$ cat config.mk
export PLATFORM = sky130hd
export DESIGN_NAME = vga_letter_scroller
export DESIGN_NICKNAME = d
export VERILOG_FILES = /design/src/rtl/vga_text_pkg.sv /design/src/rtl/vga_tick_gen.sv /design/src/rtl/vga_letter_scroller.sv
export SDC_FILE = /design/constraint.sdc
export NUM_CORES = 1
export LEC_CHECK = 0
export CAP_MARGIN = 30
export CELL_PAD_IN_SITES_DETAIL_PLACEMENT = 1
export CELL_PAD_IN_SITES_GLOBAL_PLACEMENT = 2
export CORE_MARGIN = 3
export CORE_UTILIZATION = 35
export CTS_BUF_LIST = sky130_fd_sc_hd__clkbuf_2
export DETAILED_ROUTE_END_ITERATION = 16
export HOLD_SLACK_MARGIN = 0.02
export PLACE_DENSITY = 0.71
export SYNTH_ARGS = -nofsm -noshare
export SYNTH_HDL_FRONTEND = slang
export SYNTH_SLANG_ARGS = --single-unit
$ cat constraint.sdc
create_clock -name clk -period 7.7 [get_ports clk]
set_input_delay 2.31 -clock clk [delete_from_list [all_inputs] [get_ports clk]]
set_output_delay 2.31 -clock clk [all_outputs]
set_load 0.02 [all_outputs]
$ cat src/rtl/vga_text_pkg.sv
// Shared definitions for the letter scroller: letter codes, FSM states,
// effect selector encodings and the effect decode helper.
package vga_text_pkg;

    localparam logic [4:0] LETTER_A     = 5'd0;
    localparam logic [4:0] LETTER_B     = 5'd1;
    localparam logic [4:0] LETTER_C     = 5'd2;
    localparam logic [4:0] LETTER_D     = 5'd3;
    localparam logic [4:0] LETTER_E     = 5'd4;
    localparam logic [4:0] LETTER_F     = 5'd5;
    localparam logic [4:0] LETTER_G     = 5'd6;
    localparam logic [4:0] LETTER_H     = 5'd7;
    localparam logic [4:0] LETTER_I     = 5'd8;
    localparam logic [4:0] LETTER_J     = 5'd9;
    localparam logic [4:0] LETTER_K     = 5'd10;
    localparam logic [4:0] LETTER_L     = 5'd11;
    localparam logic [4:0] LETTER_M     = 5'd12;
    localparam logic [4:0] LETTER_N     = 5'd13;
    localparam logic [4:0] LETTER_O     = 5'd14;
    localparam logic [4:0] LETTER_P     = 5'd15;
    localparam logic [4:0] LETTER_Q     = 5'd16;
    localparam logic [4:0] LETTER_R     = 5'd17;
    localparam logic [4:0] LETTER_S     = 5'd18;
    localparam logic [4:0] LETTER_T     = 5'd19;
    localparam logic [4:0] LETTER_U     = 5'd20;
    localparam logic [4:0] LETTER_V     = 5'd21;
    localparam logic [4:0] LETTER_W     = 5'd22;
    localparam logic [4:0] LETTER_X     = 5'd23;
    localparam logic [4:0] LETTER_Y     = 5'd24;
    localparam logic [4:0] LETTER_BLANK = 5'd31;

    typedef enum logic [1:0] {
        IDLE   = 2'd0,
        SCROLL = 2'd1,
        PAUSE  = 2'd2
    } scroll_state_e;

    typedef enum logic [1:0] {
        EFF_STEADY  = 2'd0,
        EFF_SHINE   = 2'd1,
        EFF_AMBIANT = 2'd2,
        EFF_NONE    = 2'd3
    } effect_sel_e;

    // One-hot effect strobes packed as {ambiant, shine, steady}.
    function automatic logic [2:0] effect_onehot(input logic [1:0] sel);
        logic [2:0] oh;
        case (sel)
            EFF_STEADY:  oh = 3'b001;
            EFF_SHINE:   oh = 3'b010;
            EFF_AMBIANT: oh = 3'b100;
            default:     oh = 3'b000;
        endcase
        return oh;
    endfunction

endpackage

$ cat src/rtl/vga_tick_gen.sv
// Free-running divider producing a one-cycle tick every TICK_DIV clocks.
// While hold is high the counter is forced to zero and no tick is produced.
module vga_tick_gen #(
    parameter int unsigned TICK_DIV = 25000000
) (
    input  logic clk,
    input  logic rst,
    input  logic hold,
    output logic tick
);

    localparam int unsigned CW = (TICK_DIV > 1) ? $clog2(TICK_DIV) : 1;
    localparam logic [CW-1:0] LAST = CW'(TICK_DIV - 1);

    logic [CW-1:0] cnt_q;
    logic [CW-1:0] cnt_d;

    // Next count and tick decode; wrap at the last phase.
    always_comb begin
        cnt_d = cnt_q;
        tick  = 1'b0;
        if (hold) begin
            cnt_d = {CW{1'b0}};
            tick  = 1'b0;
        end else if (cnt_q == LAST) begin
            cnt_d = {CW{1'b0}};
            tick  = 1'b1;
        end else begin
            cnt_d = cnt_q + CW'(1);
            tick  = 1'b0;
        end
    end

    // Divider counter register.
    always_ff @(posedge clk or posedge rst) begin
        if (rst) begin
            cnt_q <= {CW{1'b0}};
        end else begin
            cnt_q <= cnt_d;
        end
    end

endmodule

$ cat src/rtl/vga_letter_scroller.sv
// Message buffer and scrolling window feeding the per-letter colourisers.
// Optional build macro SCROLL_ONESHOT_EN: when defined, scrolling stops and
// returns to IDLE after one full pass of message plus trailing blanks.
module vga_letter_scroller
    import vga_text_pkg::*;
#(
    parameter int unsigned DEPTH    = 8,
    parameter int unsigned SLOTS    = 4,
    parameter int unsigned TICK_DIV = 25000000
) (
    input  logic                       clk,
    input  logic                       rst,
    input  logic                       wr_en,
    input  logic [4:0]                 wr_letter,
    input  logic                       clr,
    input  logic                       start,
    input  logic [1:0]                 effect_sel,
    output logic [5*SLOTS-1:0]         letters,
    output logic [$clog2(DEPTH):0]     count,
    output logic                       full,
    output logic                       busy,
    output logic                       valid,
    output logic                       steady,
    output logic                       shine,
    output logic                       ambiant
);

    localparam int unsigned AW = $clog2(DEPTH);
    localparam int unsigned CW = AW + 1;
    // Offset must reach count + SLOTS - 1 and hold offset + slot sums.
    localparam int unsigned OW = $clog2(DEPTH + SLOTS) + 1;

    scroll_state_e        state_q, state_d;
    logic [CW-1:0]        count_q, count_d;
    logic [OW-1:0]        offset_q, offset_d;
    logic [4:0]           msg_q [DEPTH];
    logic                 msg_we_s;
    logic [5*SLOTS-1:0]   letters_q, letters_d;
    logic                 full_q, busy_q, valid_q;
    logic [2:0]           effect_q;
    logic                 tick_s;
    logic                 hold_s;
    logic [OW-1:0]        last_s;
    logic [OW-1:0]        pos_s;

    // clr also clears the divider on the same edge it forces IDLE.
    assign hold_s = (state_q == IDLE) || clr;

    vga_tick_gen #(
        .TICK_DIV (TICK_DIV)
    ) u_tick_gen (
        .clk  (clk),
        .rst  (rst),
        .hold (hold_s),
        .tick (tick_s)
    );

    // FSM next state, message count and scroll offset; clr > start > wr_en.
    always_comb begin
        state_d  = state_q;
        count_d  = count_q;
        offset_d = offset_q;
        msg_we_s = 1'b0;
        last_s   = OW'(count_q) + OW'(SLOTS - 1);
        if (clr) begin
            state_d  = IDLE;
            count_d  = {CW{1'b0}};
            offset_d = {OW{1'b0}};
        end else begin
            case (state_q)
                IDLE: begin
                    if (start) begin
                        if (count_q != {CW{1'b0}}) begin
                            state_d = SCROLL;
                        end else begin
                            state_d = IDLE;
                        end
                    end else if (wr_en && !full_q) begin
                        msg_we_s = 1'b1;
                        count_d  = count_q + CW'(1);
                    end else begin
                        count_d = count_q;
                    end
                end
                SCROLL: begin
                    if (tick_s) begin
                        if (offset_q == last_s) begin
                            offset_d = {OW{1'b0}};
`ifdef SCROLL_ONESHOT_EN
                            state_d  = IDLE;
`endif
                        end else begin
                            offset_d = offset_q + OW'(1);
                        end
                    end else begin
                        offset_d = offset_q;
                    end
                    // A tick on the same edge still advances before pausing.
                    if (start && (state_d == SCROLL)) begin
                        state_d = PAUSE;
                    end else begin
                        state_d = state_d;
                    end
                end
                PAUSE: begin
                    if (start) begin
                        state_d = SCROLL;
                    end else begin
                        state_d = PAUSE;
                    end
                end
                default: begin
                    state_d  = IDLE;
                    count_d  = {CW{1'b0}};
                    offset_d = {OW{1'b0}};
                end
            endcase
        end
    end

    // Window decode: slot k shows msg[offset+k] inside the message, else BLANK.
    always_comb begin
        letters_d = {SLOTS{LETTER_BLANK}};
        pos_s     = {OW{1'b0}};
        for (int k = 0; k < SLOTS; k++) begin
            pos_s = offset_q + OW'(k);
            if (pos_s < OW'(count_q)) begin
                letters_d[5*k +: 5] = msg_q[pos_s[AW-1:0]];
            end else begin
                letters_d[5*k +: 5] = LETTER_BLANK;
            end
        end
    end

    // Message storage; entries past count are don't-care but start BLANK.
    always_ff @(posedge clk or posedge rst) begin
        if (rst) begin
            for (int i = 0; i < DEPTH; i++) begin
                msg_q[i] <= LETTER_BLANK;
            end
        end else if (msg_we_s) begin
            msg_q[count_q[AW-1:0]] <= wr_letter;
        end else begin
            msg_q <= msg_q;
        end
    end

    // Control state and all registered outputs.
    always_ff @(posedge clk or posedge rst) begin
        if (rst) begin
            state_q   <= IDLE;
            count_q   <= {CW{1'b0}};
            offset_q  <= {OW{1'b0}};
            letters_q <= {SLOTS{LETTER_BLANK}};
            full_q    <= 1'b0;
            busy_q    <= 1'b0;
            valid_q   <= 1'b0;
            effect_q  <= 3'b000;
        end else begin
            state_q   <= state_d;
            count_q   <= count_d;
            offset_q  <= offset_d;
            letters_q <= letters_d;
            full_q    <= (count_d == CW'(DEPTH));
            busy_q    <= (state_d != IDLE);
            valid_q   <= tick_s;
            effect_q  <= effect_onehot(effect_sel);
        end
    end

    assign letters = letters_q;
    assign count   = count_q;
    assign full    = full_q;
    assign busy    = busy_q;
    assign valid   = valid_q;
    assign steady  = effect_q[0];
    assign shine   = effect_q[1];
    assign ambiant = effect_q[2];

endmodule

# Word-level counts from Yosys, hierarchy flattened
# Cells that the tools add are included.
[op_classes]
n_addsub = 6
n_lt_le_gt_ge = 10
n_eq_ne = 9
mux = 42
bitwise_logic = 5
n_reduce_logical = 12
[op_table]
columns = ["cell", "count"]
rows = [
  ["$mux W5", 16],
  ["$bmux W5 S3", 4],
  ["$mux W25", 2],
  ["$bwmux W40", 1],
  ["$add A25 B1 Y25 const B", 1],
  ["$eq A25 B25 Y1 const B", 1],
  ["$ge A4 B4 Y1 const B", 5],
  ["$lt A5 B4 Y1", 4],
  ["$not A3 Y4", 5],
  ["$demux W5 S3", 1],
  ["$mux W4", 3],
  ["$add A5 B2 Y5 const B", 2],
  ["$pmux W5 S2", 1],
  ["$pmux W3 S3", 1],
  ["$mux W2", 4],
  ["$pmux W4 S2", 1],
  ["$mux W1", 7],
  ["$pmux W2 S3", 1],
  ["$add A4 B2 Y5 const B", 1],
  ["$add A5 B1 Y5 const B", 1],
  ["$eq A5 B5 Y1", 1],
  ["$add A4 B1 Y4 const B", 1],
  ["$eq A2 B1 Y1 const B", 2],
  ["$eq A2 B2 Y1 const B", 2],
  ["other kinds (12)", 16],
]
[totals]
register_bits = 102
inputBits = 12
output_inout_bits = 30

# Logic depth before layout (Yosys ltp)
[depth]
depth_word = 7
mapped_depth = 12

# Hierarchy
# A second synthesis with hierarchy kept.
[unflattened]
cells_unflattened = 515
hier_area_um2 = 6077.1
[modules_own_cells]
columns = ["mod", "n_inst", "cells_each", "area_per_inst_um2", "seq_area_each_um2"]
rows = [
  ["vga_letter_scroller", 1, 378, 4797.1, 2001.9],
  ["vga_tick_gen", 1, 137, 1280.0, 625.6],
]

# Worst setup path before layout
# No wires, ideal clock.
[synth_timing]
path_type = "input-to-reg"
startpoint = "input start"
endpoint = "register msg_q[0] (netlist name)"
setup_time_ps = 82
t_arrival_ps = 3629
path_slack_ps = 3988
path_stages = 5
path_buffers = 1
cell_sequence = "nor3b_1 > and4b_1 > and3_1 > buf_2 > mux2_2"
[synth_between]
elab_chain_len = 3
[synth_rtl]
columns = ["element", "line_no", "source"]
rows = [
  ["start: declaration", "vga_letter_scroller.sv:16", "input logic start,"],
  ["$mux W1", "vga_letter_scroller.sv:72", "if (start) begin"],
  ["$mux W1", "vga_letter_scroller.sv:70", "case (state_q)"],
  ["$mux W1", "vga_letter_scroller.sv:65", "if (clr) begin"],
  ["end signal: indexed assignment", "vga_letter_scroller.sv:142", "msg_q[count_q[AW-1:0]] <= wr_letter;"],
  ["end signal: assignment", "vga_letter_scroller.sv:144", "msg_q <= msg_q;"],
  ["end: declaration", "vga_letter_scroller.sv:36", "logic [4:0] msg_q [DEPTH];"],
]
# Every way passes these cells.
# A chain may end at the register's enable or synchronous reset.

# Worst setup path in the final report
[layout_timing]
startpoint = "register count_q[0], in the netlist count[0]"
endpoint = "output count[0]"
[layout_lines]
columns = ["element", "line_no", "source"]
rows = [
  ["start: declaration", "vga_letter_scroller.sv:34", "logic [CW-1:0] count_q, count_d;"],
  ["start signal: assignment", "vga_letter_scroller.sv:152", "count_q <= {CW{1'b0}};"],
  ["start signal: assignment", "vga_letter_scroller.sv:161", "count_q <= count_d;"],
  ["end: declaration", "vga_letter_scroller.sv:19", "output logic [$clog2(DEPTH):0] count,"],
]
# No word-level cell between the ends.

==> flow_summary.ini <==
[outcome]
status = finished clean

[synthesis]
ys_types = 51
synth_seq_area_share = 0.4367
syn_nets = 548
ys_ff_latch = 102
syn_area_um2 = 6017
yosys-top-cells-area = dfstp_2, dfrtp_1, mux4_2
postSynthAreaPerCell_um2 = 11.80
yosysTopAreaCell = dfstp_2
ys_warn_count = 0
ys.flop_type = dfstp_2
async_reset_ff_frac = 1.000
synth_top_area_share = 0.2620
synth_edf_count = 0
synth_cells = 510

[die]
initial_core_util = 0.3603
die_x_um = 137.1
ios = 42
fp.dieH_um = 137.1
row_count = 47
core-area_um2 = 16700
die-area_um2 = 18800

[pwr]
irDropWorstVdd_uv = 68.44
power_density_nw_per_um2 = 163.4
p_comb_frac = 0.158
p_seq_frac = 0.560
intPower_mw = 0.7945
p_total_mw = 1.108
swShare = 0.2832
p_sw_mw = 0.3140
pwr-share-clk = 0.282
p_leak_nw = 2.569

[finish]
drive_gt1_frac = 0.3266
syn_to_final_growth_pct = 12.75
fillers = 1832
fin_area_um2 = 6784
nets = 581

[detailed_routing]
first_iter_violations = 176
ant_nets = 0
wl_per_cell_um = 18.92
num_vias = 4068
vias_per_cell = 5.290
drc = 0
routed_wl_um = 14550
first_pass_iters = 4

[worst_hold_path]
min_path_type = reg2reg
hold_path_depth = 1

[worst_setup_path]
cp_top_family = buffers and inverters
critPathRequiredTime_ns = 5.39
crit_path_start = count[0]
reg2reg_setup_slack_ns = 4.08
rr_endpoint = letters[15]
cpPeakStageDelay_ns = 0.68
r2r_start = offset_q[1]
critPathArrivalTime_ns = 1.93
path_cells = clkdlybuf4s50_1
crit_buf_inv = 1
critPathMaxFanout = 10
worstSetupEndpointType = primary output
cp-start-kind = flop
cp-endpoint = count[0]
reg2reg_depth = 10
criticalPathCategory = reg2out
cp.depth = 1
crit_slowest_cell = clkdlybuf4s50_1

[sta]
finalCritPeriodShare = 0.5502
clock-skew-final_ns = 0.03495
setup_ws_ns = 3.464
slew_headroom = 0.4209
finalSetupViolCount = 0
tns_ns = 0
grt_setup_unrepaired = no
timing.hold.ws_ns = 0.5067
max_freq_mhz = 236.1
maxSlewViolCount = 0
fin_crit_ns = 4.236
tightest_slew_ns = 0.8635
final_hold_viol_count = 0

[clock_tree]
clock_latency_ns = 0.62
cts_sinks = 102
cts_setup_buffers = 0
cts_max_level = 3
cts_tree = yes
cts-root-buf = clkbuf_2
cts-resized-gates = 0
path_clk_slew_ns = 0.29
numCtsBuffers = 9
cts_buffer_depth = 2
cts_hold_buffers = 0

[grt]
grt_usage = 0.1662
overflow = 0
grt_pass1_wl_um = 24190
first_global_vias = 4330
grt_max_degree = 61
antenna_found_initial = 1

[placement]
dp_worst_setup_slack_ns = 3.184
dp_hpwl_um = 10930
gp_congestion = 0.7824
placement.io_buffers = 41
postPlaceCellArea_um2 = 6610

[run]
maxCapViolCount = 0
## Yosys cell counts, drive strengths merged (6+ instances only)
cell	instances
dfstp	60
nand2	57
nor2	43
dfrtp	42
mux2	41
mux4	40
nand3	37
ha	26
xor2	19
xnor2	18
inv	17
buf	14
clkbuf	11
nand4	11
o21ai	8
nand2b	7
nor2b	6
## sequential cells by signal (all words and copies together) (netlist names)
signal and flops:
msg_q 40, u_tick_gen.cnt_q 25, letters 20, offset_q 5, count 4, effect_q 3
state_q 2, busy 1, full 1, valid 1
## power groups by stage
stage               sequential [mW]  clock (mW)  combinational (mW)
detailed placement            0.628           0               0.179
CTS                           0.620       0.328               0.179
floorplan                     0.626           0               0.119
global route                  0.626       0.350               0.193
finish                        0.621       0.312               0.176
global placement              0.625           0               0.175
## metrics by stage
stage,util,std cells
after floorplan,-,510
after global placement,0.3958,751
after detailed placement,0.3958,751
after CTS,0.4049,767
after global routing,0.4062,769
final,0.4062,769
## area by class of cell
class	count	area, µm²	share of cell area
clock inverters	7	106.4	0.01568
well taps	220	275.3	0.04058
clock buffers	9	45.04	0.006640
diodes	1	2.502	0.0003689
repair buffers	47	467.9	0.06898
flip-flops and latches	102	2629	0.3875
multi-input cells	366	3192	0.4705
inverters	17	66.31	0.009775
## kinds of logic after synthesis
| logic type | after synthesis | share of synthesized area |
|---|---|---|
| AOI/OAI and AO/OA | 27 | 0.03078 |
| xor gates and xnor gates | 37 | 0.05386 |
| and+or+nand+nor | 192 | 0.1603 |
| DFF | 102 | 0.4367 |
| buffers and inverters | 42 | 0.03285 |
| adders and majority gates | 26 | 0.05406 |
| muxes | 84 | 0.2314 |
## worst min path at each step
stage,from,endpoint,slack (ns)
global route,u_tick_gen.cnt_q[0],u_tick_gen.cnt_q[0],0.56
floorplan,u_tick_gen.cnt_q[0],u_tick_gen.cnt_q[0],0.45
global placement,u_tick_gen.cnt_q[0],u_tick_gen.cnt_q[0],0.47
finish,u_tick_gen.cnt_q[0],u_tick_gen.cnt_q[0],0.51
CTS,u_tick_gen.cnt_q[0],u_tick_gen.cnt_q[0],0.51
detailed placement,u_tick_gen.cnt_q[0],u_tick_gen.cnt_q[0],0.48
## cell usage in the layout (no fill, tap or decap), types with 4 or more instances in the layout
| cell type | Yosys | layout |
|---|---|---|
| dfstp_2 | 60 | 60 |
| nand2_1 | 57 | 57 |
| nor2_1 | 43 | 43 |
| mux2_2 | 41 | 41 |
| dfrtp_1 | 42 | 41 |
| clkdlybuf4s50_1 | 0 | 41 |
| mux4_2 | 40 | 40 |
| nand3_1 | 37 | 37 |
| ha_1 | 26 | 26 |
| xor2_1 | 19 | 19 |
| xnor2_1 | 18 | 18 |
| inv_1 | 16 | 15 |
| nand4_1 | 11 | 11 |
| clkbuf_2 | 1 | 9 |
| o21ai_0 | 7 | 7 |
| nand2b_1 | 7 | 7 |
| nor2b_1 | 6 | 6 |
| buf_4 | 0 | 5 |
| and2_1 | 4 | 4 |
| or2_2 | 4 | 4 |
| a22oi_1 | 4 | 4 |
| a211oi_1 | 4 | 4 |
## per-layer routing
metal  share of wire  global-route usage  up-vias
met2            0.50              0.2749       52
met1            0.46              0.2237     2101
li1                -                   -     1901
met3           0.028             0.02537       14
met4           0.012             0.05543        0
met5               0                   0        -
Power figures use the tool's default switching activity.
